File: config.mk
export PLATFORM = sky130hd
export DESIGN_NAME = ha_array_accumulator
export DESIGN_NICKNAME = d
export VERILOG_FILES = /design/src/rtl/ha_acc_pkg.sv /design/src/rtl/ha_row_weight.sv /design/src/rtl/ha_array_accumulator.sv
export SDC_FILE = /design/constraint.sdc
export NUM_CORES = 1
export LEC_CHECK = 0
export ABC_CLOCK_PERIOD_IN_PS = 12400
export BUFFER_PORTS_ARGS = -buffer_cell sky130_fd_sc_hd__buf_2
export CORE_ASPECT_RATIO = 0.8
export CORE_UTILIZATION = 64
export CTS_BUF_LIST = sky130_fd_sc_hd__clkbuf_4 sky130_fd_sc_hd__clkbuf_8
export DETAILED_ROUTE_END_ITERATION = 10
export PLACE_DENSITY = 0.89
export SLEW_MARGIN = 10
export SYNTH_ARGS = -nofsm -noshare
export SYNTH_HDL_FRONTEND = slang
export SYNTH_SLANG_ARGS = --single-unit
File: constraint.sdc
create_clock -name clk -period 12.4 [get_ports clk]
set_input_delay 2.48 -clock clk [delete_from_list [all_inputs] [get_ports clk]]
set_output_delay 2.48 -clock clk [all_outputs]
set_load 0.1 [all_outputs]
File: src/rtl/ha_acc_pkg.sv
// Shared constants and types for the half-adder array accumulator.
package ha_acc_pkg;

    localparam int NUM_GROUPS = 4;
    localparam int B_W        = 7;
    localparam int T_W        = 9;
    localparam int ACC_W      = 17;
    localparam int GRP_W      = $clog2(NUM_GROUPS);

    typedef enum logic [1:0] {
        IDLE = 2'd0,
        ACC  = 2'd1,
        DONE = 2'd2
    } state_t;

endpackage

File: src/rtl/ha_row_weight.sv
// Combinational row weighting: (t + 4*b) scaled by 4^grp_idx, zero-extended to ACC_W.
module ha_row_weight
    import ha_acc_pkg::*;
(
    input  logic [B_W-1:0]   b,
    input  logic [T_W-1:0]   t,
    input  logic [GRP_W-1:0] grp_idx,
    output logic [ACC_W-1:0] row
);

    logic [ACC_W-1:0] base;

    assign base = ACC_W'(t) + (ACC_W'(b) << 2);
    assign row  = base << {grp_idx, 1'b0};

endmodule

File: src/rtl/ha_array_accumulator.sv
// Captures four (b, t) row-pair groups in one beat and sums them one group per cycle.
// Result held on a valid/ready output; no new capture until the product is taken.
module ha_array_accumulator
    import ha_acc_pkg::*;
(
    input  logic             clk,
    input  logic             rst,
    input  logic             in_valid,
    output logic             in_ready,
    input  logic [B_W-1:0]   ha_array_0_b,
    input  logic [T_W-1:0]   ha_array_0_t,
    input  logic [B_W-1:0]   ha_array_1_b,
    input  logic [T_W-1:0]   ha_array_1_t,
    input  logic [B_W-1:0]   ha_array_2_b,
    input  logic [T_W-1:0]   ha_array_2_t,
    input  logic [B_W-1:0]   ha_array_3_b,
    input  logic [T_W-1:0]   ha_array_3_t,
    output logic             out_valid,
    input  logic             out_ready,
    output logic [ACC_W-1:0] prod
);

    state_t             state_q, state_d;
    logic [ACC_W-1:0]   acc_q, acc_d;
    logic [ACC_W-1:0]   prod_q, prod_d;
    logic [GRP_W-1:0]   grp_idx_q, grp_idx_d;
    logic               out_valid_q, out_valid_d;
    logic [B_W-1:0]     b_q [NUM_GROUPS];
    logic [B_W-1:0]     b_d [NUM_GROUPS];
    logic [T_W-1:0]     t_q [NUM_GROUPS];
    logic [T_W-1:0]     t_d [NUM_GROUPS];

    logic [B_W-1:0]     b_sel;
    logic [T_W-1:0]     t_sel;
    logic [ACC_W-1:0]   row;
    logic [ACC_W-1:0]   sum;
    logic               last_grp;

    // Single weighting unit shared across groups through the captured-vector mux.
    assign b_sel = b_q[grp_idx_q];
    assign t_sel = t_q[grp_idx_q];

    ha_row_weight u_row_weight (
        .b       (b_sel),
        .t       (t_sel),
        .grp_idx (grp_idx_q),
        .row     (row)
    );

    assign sum       = acc_q + row;
    assign last_grp  = (grp_idx_q == GRP_W'(NUM_GROUPS - 1));
    assign in_ready  = (state_q == IDLE);
    assign out_valid = out_valid_q;
    assign prod      = prod_q;

    always_comb begin
        state_d     = state_q;
        acc_d       = acc_q;
        prod_d      = prod_q;
        grp_idx_d   = grp_idx_q;
        out_valid_d = out_valid_q;
        b_d         = b_q;
        t_d         = t_q;
        case (state_q)
            IDLE: begin
                if (in_valid) begin
                    b_d[0]    = ha_array_0_b;
                    t_d[0]    = ha_array_0_t;
                    b_d[1]    = ha_array_1_b;
                    t_d[1]    = ha_array_1_t;
                    b_d[2]    = ha_array_2_b;
                    t_d[2]    = ha_array_2_t;
                    b_d[3]    = ha_array_3_b;
                    t_d[3]    = ha_array_3_t;
                    acc_d     = '0;
                    grp_idx_d = '0;
                    state_d   = ACC;
                end
            end
            ACC: begin
                acc_d = sum;
                // Index holds on the last group so it never wraps.
                if (last_grp) begin
                    prod_d      = sum;
                    out_valid_d = 1'b1;
                    state_d     = DONE;
                end else begin
                    grp_idx_d = grp_idx_q + 1'b1;
                end
            end
            DONE: begin
                if (out_ready) begin
                    out_valid_d = 1'b0;
                    state_d     = IDLE;
                end
            end
            default: begin
                state_d = IDLE;
            end
        endcase
    end

    always_ff @(posedge clk) begin
        if (rst) begin
            state_q     <= IDLE;
            acc_q       <= '0;
            prod_q      <= '0;
            grp_idx_q   <= '0;
            out_valid_q <= 1'b0;
            for (int i = 0; i < NUM_GROUPS; i++) begin
                b_q[i] <= '0;
                t_q[i] <= '0;
            end
        end else begin
            state_q     <= state_d;
            acc_q       <= acc_d;
            prod_q      <= prod_d;
            grp_idx_q   <= grp_idx_d;
            out_valid_q <= out_valid_d;
            b_q         <= b_d;
            t_q         <= t_d;
        end
    end

endmodule

==> summary.txt, run 1 <==
Outcome
  – Outcome: finished clean

Placed design
  – Place WS: 7.11 ns
  – Post-DP HPWL: 10,200 µm
  – IO Port Bufs: 86
  – Routability cong.: 0.872
  – Placed Area: 5970 µm²

Cells and area
  – Layout cell share with drive strength beyond 1: 18.5%
  – Area growth syn-to-layout: 11.4%
  – Nets@finish: 834
  – Footprint of the multi-input gates: 3260 µm²
  – Seq. cell area: 2060 µm²
  – Finished Core Util: 73.3%
  – Diode count: 0
  – Fillers: 689
  – Design area: 6190 µm²

CTS
  – Clk sinks: 103
  – Worst-skew pair later-pin latency: 0.36 ns
  – Clock-pin slew on the worst setup and hold paths: 0.10 ns
  – Post-CTS Setup Bufs: 0
  – CTS Buf Count: 9
  – H-tree level count: 3
  – Max clock buf depth: 2
  – CTS tree: built
  – Post-CTS sizing: 0
  – Hold buffers post-CTS: 0
  – Root buffer cell: clkbuf_8

Worst hold path
  – Hold WC Path Type: reg -> reg

Pwr
  – Pleak: 2.62 nW
  – Max VDD drop: 0.000111 V
  – PD cells: 117 nW/µm²

Timing
  – Slew Viols, Final: 0
  – Rel. slew slack: 20.3%
  – Worst hold slack: 0.455 ns
  – Slew of the pin with the lowest slew margin: 1.19 ns
  – Final worst-path setup slack: 6.98 ns
  – Setup TNS: 0 ns
  – Tcrit/Tclk final: 43.7%
  – Clock Skews: 0.00783 ns
  – RSZ-0062 raised after global routing: false
  – Achievable Freq: 185 MHz
  – Tmin final: 5.42 ns
  – Final Setup Violations: 0
  – Fin. Hold Viols: 0

Synthesis
  – Top-area cell type share of the netlist area: 37.1%
  – Top FF cell, synth: dfxtp_1
  – Number of synthesized flops with an enable pin: 0
  – Syn_area_per_cell: 8.14 µm²
  – Syn Inst Count: 683
  – Asr flop ratio synth: 0%
  – Syn. warnings: 0
  – Syn Nets: 778
  – Mapped Area: 5560 µm²
  – Cell taking the most area after synthesis: dfxtp_1
  – Yosys reg bits: 103
  – Sequential fraction of the synthesis area: 37.1%
  – Yosys cell types: 64
  – Most frequent cells after synthesis: 178 x nand2_1, 103 x dfxtp_1, 95 x a21oi_1
  – Count leader, synth: nand2_1
  – Synth area leaders: dfxtp_1 37%, nand2_1 12%, a21oi_1 8.6%

Setup path
  – Worst Setup Start Kind: flip-flop
  – WS Path Type: reg -> reg
  – CP Data Required Time: 12.64 ns
  – Worst-path fanout max: 27
  – Setup crit end kind: flip-flop
  – CP Data Arrival Time: 5.66 ns

Drt
  – DRT Pass-1 Iters: 5
  – Wl on met1: 6540 µm
  – Final wirelength: 14,100 µm
  – Per-cell routed wire length: 16.5 µm
  – Vias: 5,150
  – Met3 routed wirelength: 1060 µm
  – Remaining DRCs: 0
  – DR vias/cell: 6.02
  – DR WL met2: 6370 µm
  – Routed Antenna Nets: 0
  – Iteration-0 DRC count of the detailed router: 413
  – Top sig layer: met4

Flow run
  – Max-Cap Viols: 0

Global routing
  – Gr usage total: 32.2%
  – Initial antenna violation count: 0
  – Global-route wire length before repair: 23,200 µm
  – Pin count of the biggest net entering global routing: 98
  – GRT overflow: 0
  – Vias in the first global route: 4,774

Floorplan
  – Full die area: 9070 µm²
  – Die X: 106 µm
  – Initial Util: 65.8%
  – Core area: 8450 µm²
  – Die height: 85.4 µm
  – Io pins: 87
  – Site Rows: 30
final timing paths:
| path | startpoint | end | slack [ns] | depth (start not counted) |
|---|---|---|---|---|
| max | grp_idx_q[1]$_SDFFE_PP0P_ | prod[15]$_SDFFE_PP0P_ | 6.98 | 17 |
| min | prod[0]$_SDFFE_PP0P_ | prod[0]$_SDFFE_PP0P_ | 0.45 | 2 |
| max reg2reg | grp_idx_q[1]$_SDFFE_PP0P_ | prod[15]$_SDFFE_PP0P_ | 6.98 | 17 |
| min reg2reg | prod[0]$_SDFFE_PP0P_ | prod[0]$_SDFFE_PP0P_ | 0.45 | 2 |
state kept, by name, indices dropped and copies added, names as in the netlist:
signal	cells
out_valid	1
state_q	2
grp_idx_q	2
t_q	36
b_q	28
acc_q	17
prod	17
cell usage in the layout (no fill, tap or decap), types with 3 or more instances in the layout:
cell      synthesis  final
nand2_1         178    177
dfxtp_1         103    103
a21oi_1          95     95
buf_2            14     86
nor2_1           40     40
ha_1             25     25
nand3_1          17     17
o21ai_0          16     16
mux4_2           15     15
inv_1            11     11
a21o_1           11     11
nor3_1           10     10
clkbuf_8          0      9
xnor2_1           8      8
mux2i_1           7      7
a31oi_1           6      6
nand2b_1          6      6
a211oi_1          6      6
o21a_1            6      6
xor2_1            6      6
o21ai_1           6      6
nand4_1           5      5
and4_1            5      5
and3_1            4      4
buf_4             0      4
a21boi_0          3      3
and2_1            4      3
clkbuf_4          0      3
report_power, final:
part | switching, mW | internal [mW] | leakage, nW | total (mW)
combinational | 0.0845 | 0.0514 | 1.66 | 0.136
clock | 0.113 | 0.122 | 0.115 | 0.235
sequential | 0.00970 | 0.346 | 0.840 | 0.355
per-stage QoR:
step | cells | power, mW
5_1_grt | 856 | 0.759
3_3_place_gp | 840 | 0.491
6_report | 856 | 0.726
4_1_cts | 856 | 0.727
2_1_floorplan | 683 | 0.461
3_5_place_dp | 840 | 0.496
critical path, cell delays in order (launching register included):
cell	delay (ns)
dfxtp_1	0.62
buf_4	0.38
mux4_2	0.55
ha_1	0.24
fa_1	0.42
a21o_1	0.20
a21oi_1	0.27
nor2_1	0.08
a311oi_1	0.49
nor2_1	0.11
o31a_1	0.26
ha_1	0.39
a21o_1	0.26
a31o_1	0.27
a221oi_2	0.38
nor2_1	0.10
a31oi_1	0.15
o311ai_1	0.12
cell type report:
cell class / count / share of cell area, %
inverter: 11 / 0.667
timing repair buffer: 90 / 7.44
clock inverter: 4 / 1.25
sequential: 103 / 33.3
clock buffer: 12 / 2.36
multi-input combinational: 524 / 52.7
tap: 112 / 2.26
kinds of logic (layout without fill, tap and decap cells):
family,count (synthesis),in the layout,share of synthesized area [%]
xor+xnor,14,14,2.21
compound gates,179,179,20.7
mux,23,23,7.54
buf+inv,56,117,4.25
fa+ha+maj,27,27,6.35
flops,103,103,37.1
simple gates,281,281,21.9
routing by layer:
layer	vias to the layer above	global-route usage, %
li1	2507	-
met1	2421	47.0
met2	208	50.2
met3	14	5.61
met4	0	6.19
met5	-	0
Power figures use the tool's default switching activity.
==> inputs of run 2 (changes only) <==
- ABC_CLOCK_PERIOD_IN_PS: 12400 -> 5300
- CORE_UTILIZATION: 64 -> 59
- PLACE_DENSITY: 0.89 -> 0.83
- clock period: 12.4 -> 5.3 ns (I/O delays scaled with it)
==> summary.txt, run 2 (same netlist as run 1, synthesis figures left out) <==
Placed design
  – Placed Area: 5990 µm² (+0.31%)
  – Post-DP HPWL: 10,100 µm (-0.15%)
  – Place WS: 0.319 ns (-6.79 ns)
  – Routability cong.: 0.932 (+6.8%)
  – IO Port Bufs: 86 (unchanged)

Cells and area
  – Seq. cell area: 2060 µm² (+0.12%)
  – Design area: 6210 µm² (+0.22%)
  – Nets@finish: 836 (+0.24%)
  – Max reg flops: 36 (unchanged)
  – Fillers: 728 (+5.7%)
  – Most frequent cells in the layout: 177 x nand2_1, 101 x dfxtp_1, 95 x a21oi_1
  – Regs by FF count: t_q (36), b_q (28)
  – Commonest non-fill, non-tap cell in the layout: nand2_1
  – Largest Register: t_q
  – Footprint of the multi-input gates: 3260 µm² (unchanged)
  – Area growth syn-to-layout: 11.6%
  – Diode count: 0 (unchanged)
  – Layout cell share with drive strength beyond 1: 19.0% (+0.49 points)

Timing
  – Worst hold slack: 0.455 ns (+0.000515 ns)
  – Clock Skews: 0.00638 ns (-0.00145 ns)
  – Final worst-path setup slack: 0.357 ns (-6.63 ns)
  – Final Setup Violations: 0 (unchanged)
  – Setup TNS: 0 ns (unchanged)
  – Tcrit/Tclk final: 93.3% (+50 points)
  – Slew of the pin with the lowest slew margin: 1.11 ns (-0.0814 ns)
  – Slew Viols, Final: 0 (unchanged)
  – Rel. slew slack: 25.8% (+5.4 points)
  – Achievable Freq: 202 MHz (+9.6%)
  – Fin. Hold Viols: 0 (unchanged)
  – RSZ-0062 raised after global routing: false
  – Tmin final: 4.94 ns (-0.473 ns)

Setup path
  – Setup crit end kind: flip-flop
  – WS Path Type: reg -> reg
  – Worst Setup Start Kind: flip-flop
  – CP max stage cell: mux4_2
  – Slowest cell delay on critical path: 0.53 ns (-0.09 ns)
  – CP Data Arrival Time: 5.23 ns (-0.43 ns)
  – Crit path cell chain: mux4_2 > ha_1 > fa_1 > a21o_1 > a21oi_1 > nor2_1 > a311oi_1 > nor2_1 > o31a_1 > ha_1 > a21o_1 > a31o_1 > a221oi_2 > and4_1 > o21ai_1 > o311ai_1
  – Worst-path fanout max: 9 (-67%)
  – CP Data Required Time: 5.58 ns (-7.06 ns)

Floorplan
  – Core area: 9110 µm² (+7.9%)
  – Initial Util: 61.0% (-4.8 points)
  – Full die area: 9820 µm² (+8.3%)
  – Site Rows: 31 (+3.3%)
  – Io pins: 87 (unchanged)
  – Die X: 111 µm (+4.1%)
  – Die height: 88.8 µm (+4.1%)

Drt
  – Routed Antenna Nets: 0 (unchanged)
  – Per-cell routed wire length: 15.9 µm (-3.3%)
  – Vias: 5,091 (-1.1%)
  – Remaining DRCs: 0 (unchanged)
  – DR vias/cell: 5.91 (-1.7%)
  – Iteration-0 DRC count of the detailed router: 391 (-5.3%)
  – DRT Pass-1 Iters: 5 (unchanged)
  – Final wirelength: 13,700 µm (-2.8%)

Pwr
  – Comb power frac: 18.5% (-0.2 points)
  – Flop pwr share: 49.8% (+0.9 points)
  – Pint: 1.19 mW (+130%)
  – Net Sw Power: 489 µW (+140%)
  – Pleak: 2.62 nW (+0.19%)
  – Clock power share: 31.7% (-0.7 points)
  – Max VDD drop: 0.000208 V (+88%)
  – PD cells: 270 nW/µm² (+130%)
  – Sw frac: 29.1% (+0.59 points)

CTS
  – Worst-skew pair later-pin latency: 0.37 ns (about the same)
  – H-tree level count: 3 (unchanged)
  – Max clock buf depth: 2 (unchanged)
  – Clk sinks: 103 (unchanged)
  – Post-CTS Setup Bufs: 0 (unchanged)
  – CTS tree: built
  – Root buffer cell: clkbuf_8
  – Clock-pin slew on the worst setup and hold paths: 0.10 ns (about the same)
  – CTS Buf Count: 9 (unchanged)

Flow run
  – Max-Cap Viols: 0 (unchanged)

Worst hold path
  – Hold WC Path Type: reg -> reg

Global routing
  – GRT overflow: 0 (unchanged)
  – Gr usage total: 28.9% (-3.3 points)
  – Initial antenna violation count: 0 (unchanged)
  – Global-route wire length before repair: 22,500 µm (-3.0%)
  – Pin count of the biggest net entering global routing: 73 (-26%)
  – Vias in the first global route: 4,601 (-3.6%)

Outcome
  – Outcome: finished clean
## run 2: cell type report
type                       instances  share of cell area, %
sequential                       103                   33.3
timing repair buffer              92                   7.66
inverter                          11                  0.665
clock buffer                      12                   2.66
multi-input combinational        524                   52.6
clock inverter                     4                  0.827
tap                              115                   2.32
## run 2: repair_timing
item                                    CTS  global route
endpoints found under the setup margin    0             1
hold buffers                              0             0
resized for setup                         0             2
## run 2: layer usage
layer	routed length (µm)	up-vias	global-route usage, %
met1	6450	2318	42.2
li1	-	2507	-
met3	1140	19	5.55
met2	5920	247	43.5
met5	0	-	0
met4	191	0	8.48
## run 2: power by group through the flow
stage | sequential (mW) | combinational [mW] | clock, mW
after global routing | 0.839 | 0.342 | 0.574
after global placement | 0.851 | 0.297 | 0
after CTS | 0.834 | 0.307 | 0.540
after floorplan | 0.840 | 0.238 | 0
after detailed placement | 0.852 | 0.307 | 0
final | 0.835 | 0.310 | 0.532
## run 2: metrics by stage
stage	instances	total power, mW	utilization, %
floorplan	683	1.08	-
global placement	845	1.15	65.7
detailed placement	845	1.16	65.7
CTS	861	1.68	68.1
global route	861	1.76	68.1
finish	861	1.68	68.1
## run 2: path summary, 6_finish.rpt
path,slack [ns],to,startpoint,depth (start not counted)
hold reg to reg,0.46,prod[4]$_SDFFE_PP0P_,prod[4]$_SDFFE_PP0P_,2
setup reg to reg,0.36,prod[15]$_SDFFE_PP0P_,grp_idx_q[0]$_SDFFE_PP0P_,16
hold / removal,0.46,prod[4]$_SDFFE_PP0P_,prod[4]$_SDFFE_PP0P_,2
setup / recovery,0.36,prod[15]$_SDFFE_PP0P_,grp_idx_q[0]$_SDFFE_PP0P_,16
## run 2: critical path: cells and delay by family (launching register included)
family / cells / cell delay, ns
adders and majority gates: 3 / 1.08
and+or+nand+nor: 3 / 0.45
muxes: 1 / 0.53
AOI/OAI and AO/OA: 9 / 2.32
DFF: 1 / 0.48
==> inputs of run 3 (changes only) <==
- CORE_MARGIN: unset -> 2
==> summary.txt, run 3 (same netlist as run 1, synthesis figures left out) <==
CTS
  – Root buffer cell: clkbuf_8
  – Worst-skew pair later-pin latency: 0.37 ns (about the same)
  – Max clock buf depth: 2 (unchanged)
  – Clk sinks: 103 (unchanged)
  – H-tree level count: 3 (unchanged)
  – Clock-pin slew on the worst setup and hold paths: 0.09 ns (about the same)
  – Post-CTS Setup Bufs: 0 (unchanged)
  – Hold buffers post-CTS: 0 (unchanged)
  – CTS tree: built
  – CTS Buf Count: 9 (unchanged)
  – Post-CTS sizing: 0 (unchanged)

Global routing
  – Initial antenna violation count: 0 (unchanged)
  – Global-route wire length before repair: 23,300 µm (+3.6%)
  – GRT overflow: 0 (unchanged)
  – Vias in the first global route: 4,758 (+3.4%)
  – Pin count of the biggest net entering global routing: 97 (+33%)
  – Gr usage total: 28.1% (-0.79 points)

Timing
  – Tmin final: 4.77 ns (-0.172 ns)
  – Slew Viols, Final: 0 (unchanged)
  – Setup TNS: 0 ns (unchanged)
  – Final Setup Violations: 0 (unchanged)
  – Clock Skews: 0.00706 ns (+0.000680 ns)
  – Fin. Hold Viols: 0 (unchanged)
  – Achievable Freq: 210 MHz (+3.6%)
  – Slew of the pin with the lowest slew margin: 1.11 ns (+0.00547 ns)
  – RSZ-0062 raised after global routing: false
  – Rel. slew slack: 25.4% (-0.37 points)
  – Tcrit/Tclk final: 90.0% (-3.3 points)

Outcome
  – Outcome: finished clean

Drt
  – Routed Antenna Nets: 0 (unchanged)
  – Remaining DRCs: 0 (unchanged)
  – Final wirelength: 13,900 µm (+1.1%)
  – Iteration-0 DRC count of the detailed router: 504 (+29%)
  – DR vias/cell: 5.81 (-1.7%)
  – Vias: 5,006 (-1.7%)
  – DRT Pass-1 Iters: 5 (unchanged)
  – Per-cell routed wire length: 16.1 µm (+1.1%)

Floorplan
  – Die height: 90.8 µm (+2.3%)
  – Full die area: 10,200 µm² (+4.1%)
  – Site Rows: 31 (unchanged)
  – Core area: 9110 µm² (unchanged)
  – Initial Util: 61.0% (unchanged)
  – Die X: 113 µm (+1.8%)
  – Io pins: 87 (unchanged)

Cells and area
  – Diode count: 0 (unchanged)
  – Commonest non-fill, non-tap cell in the layout: nand2_1
  – Fillers: 783 (+7.6%)
  – Area growth syn-to-layout: 11.1%
  – Nets@finish: 836 (unchanged)
  – Largest Register: t_q
  – Most frequent cells in the layout: 177 x nand2_1, 102 x dfxtp_1, 95 x a21oi_1
  – Max reg flops: 36 (unchanged)
  – Regs by FF count: t_q (36), b_q (28)
  – Footprint of the multi-input gates: 3260 µm² (unchanged)
  – Seq. cell area: 2060 µm² (about the same)
  – Layout cell share with drive strength beyond 1: 18.9% (-0.13 points)

Setup path
  – Flop2flop setup slack: 0.53 ns (+0.17 ns)
  – CP Data Required Time: 5.54 ns (-0.04 ns)
  – CP max stage cell: mux4_2
  – Worst Setup Start Kind: flip-flop
  – Crit path top cell by count: nor2_1
  – Slowest cell delay on critical path: 0.54 ns (about the same)
  – Setup crit end kind: flip-flop
  – CP Data Arrival Time: 5.02 ns (-0.21 ns)
  – Buf+Inv Stages, Crit Path: 0 (unchanged)
  – WS Path Type: reg -> reg
  – Crit path cell chain: mux4_2 > ha_1 > fa_1 > a21o_1 > a21oi_1 > nor2_1 > a311oi_1 > nor2_1 > o31a_1 > ha_1 > a21o_1 > a31o_1 > a221oi_2 > nor2_1 > a31oi_1 > o311ai_1
  – Worst-path fanout max: 9 (unchanged)
  – Critical path's top delay family: compound AO/OA/AOI/OAI gates

Pwr
  – Tot Pwr: 1.61 mW (-3.8%)
  – Pleak: 2.61 nW (-0.51%)
  – Max VDD drop: 0.000205 V (-1.5%)
  – PD cells: 261 nW/µm² (-3.4%)

Flow run
  – Max-Cap Viols: 0 (unchanged)

Placed design
  – Routability cong.: 0.942 (+1.1%)
  – Post-DP HPWL: 10,200 µm (+0.76%)
  – IO Port Bufs: 86 (unchanged)

Worst hold path
  – Hold WC Path Type: reg -> reg
run 3: cell count changes in the layout (fill, tap and decap cells not counted):
cell,delta
bufinv_16,-1
dfxtp_1,+1
clkinv_4,+2
clkbuf_8,-1
dfxtp_2,-1
inv_6,-1
clkbuf_4,+1
run 3: final timing paths:
path                                   from               endpoint  depth (start not counted)
hold reg to reg        prod[2]$_SDFFE_PP0P_   prod[2]$_SDFFE_PP0P_                          2
setup reg to reg  grp_idx_q[1]$_SDFFE_PP0P_  prod[15]$_SDFFE_PP0P_                         16
setup / recovery  grp_idx_q[1]$_SDFFE_PP0P_  prod[15]$_SDFFE_PP0P_                         16
hold / removal         prod[2]$_SDFFE_PP0P_   prod[2]$_SDFFE_PP0P_                          2
run 3: stage by stage:
| step | hold slack [ns] | setup WS (ns) | instances | area (µm²) | utilization (%) |
|---|---|---|---|---|---|
| global route | 0.468 | 0.144 | 861 | 6180 | 67.8 |
| finish | 0.457 | 0.529 | 861 | 6180 | 67.8 |
| detailed placement | 0.443 | 0.401 | 845 | 5990 | 65.7 |
| floorplan | 0.430 | 0.711 | 683 | 5560 | - |
| global placement | 0.438 | 0.469 | 845 | 5990 | 65.7 |
| CTS | 0.457 | 0.385 | 861 | 6180 | 67.8 |
run 3: report_power, final:
group	switching (mW)	total (mW)	leakage [nW]	internal, mW
sequential	0.0235	0.833	0.841	0.809
combinational	0.193	0.315	1.67	0.121
clock	0.263	0.466	0.0960	0.203
total	0.480	1.61	2.61	1.13
run 3: layout make-up:
type	instances	share of cell area [%]
Sequential cell	103	33.4
Clock buffer	12	2.57
Multi-Input combinational cell	524	52.8
Tap cell	115	2.33
Clock inverter	4	0.486
Timing Repair Buffer	92	7.70
Inverter	11	0.668
run 3: per-layer routing:
metal,GRT usage [%],up-vias,part of all wire (%)
met4,5.69,0,0.79
li1,-,2508,-
met1,41.3,2329,49
met5,0,-,0
met2,41.9,157,43
met3,7.32,12,6.9
run 3: worst register-to-register path, cell delays in order, from the launching register on:
cell      delay, ns
dfxtp_2        0.48
mux4_2         0.54
ha_1           0.24
fa_1           0.42
a21o_1         0.20
a21oi_1        0.27
nor2_1         0.07
a311oi_1       0.40
nor2_1         0.10
o31a_1         0.26
ha_1           0.40
a21o_1         0.27
a31o_1         0.28
a221oi_2       0.39
nor2_1         0.09
a31oi_1        0.15
o311ai_1       0.12
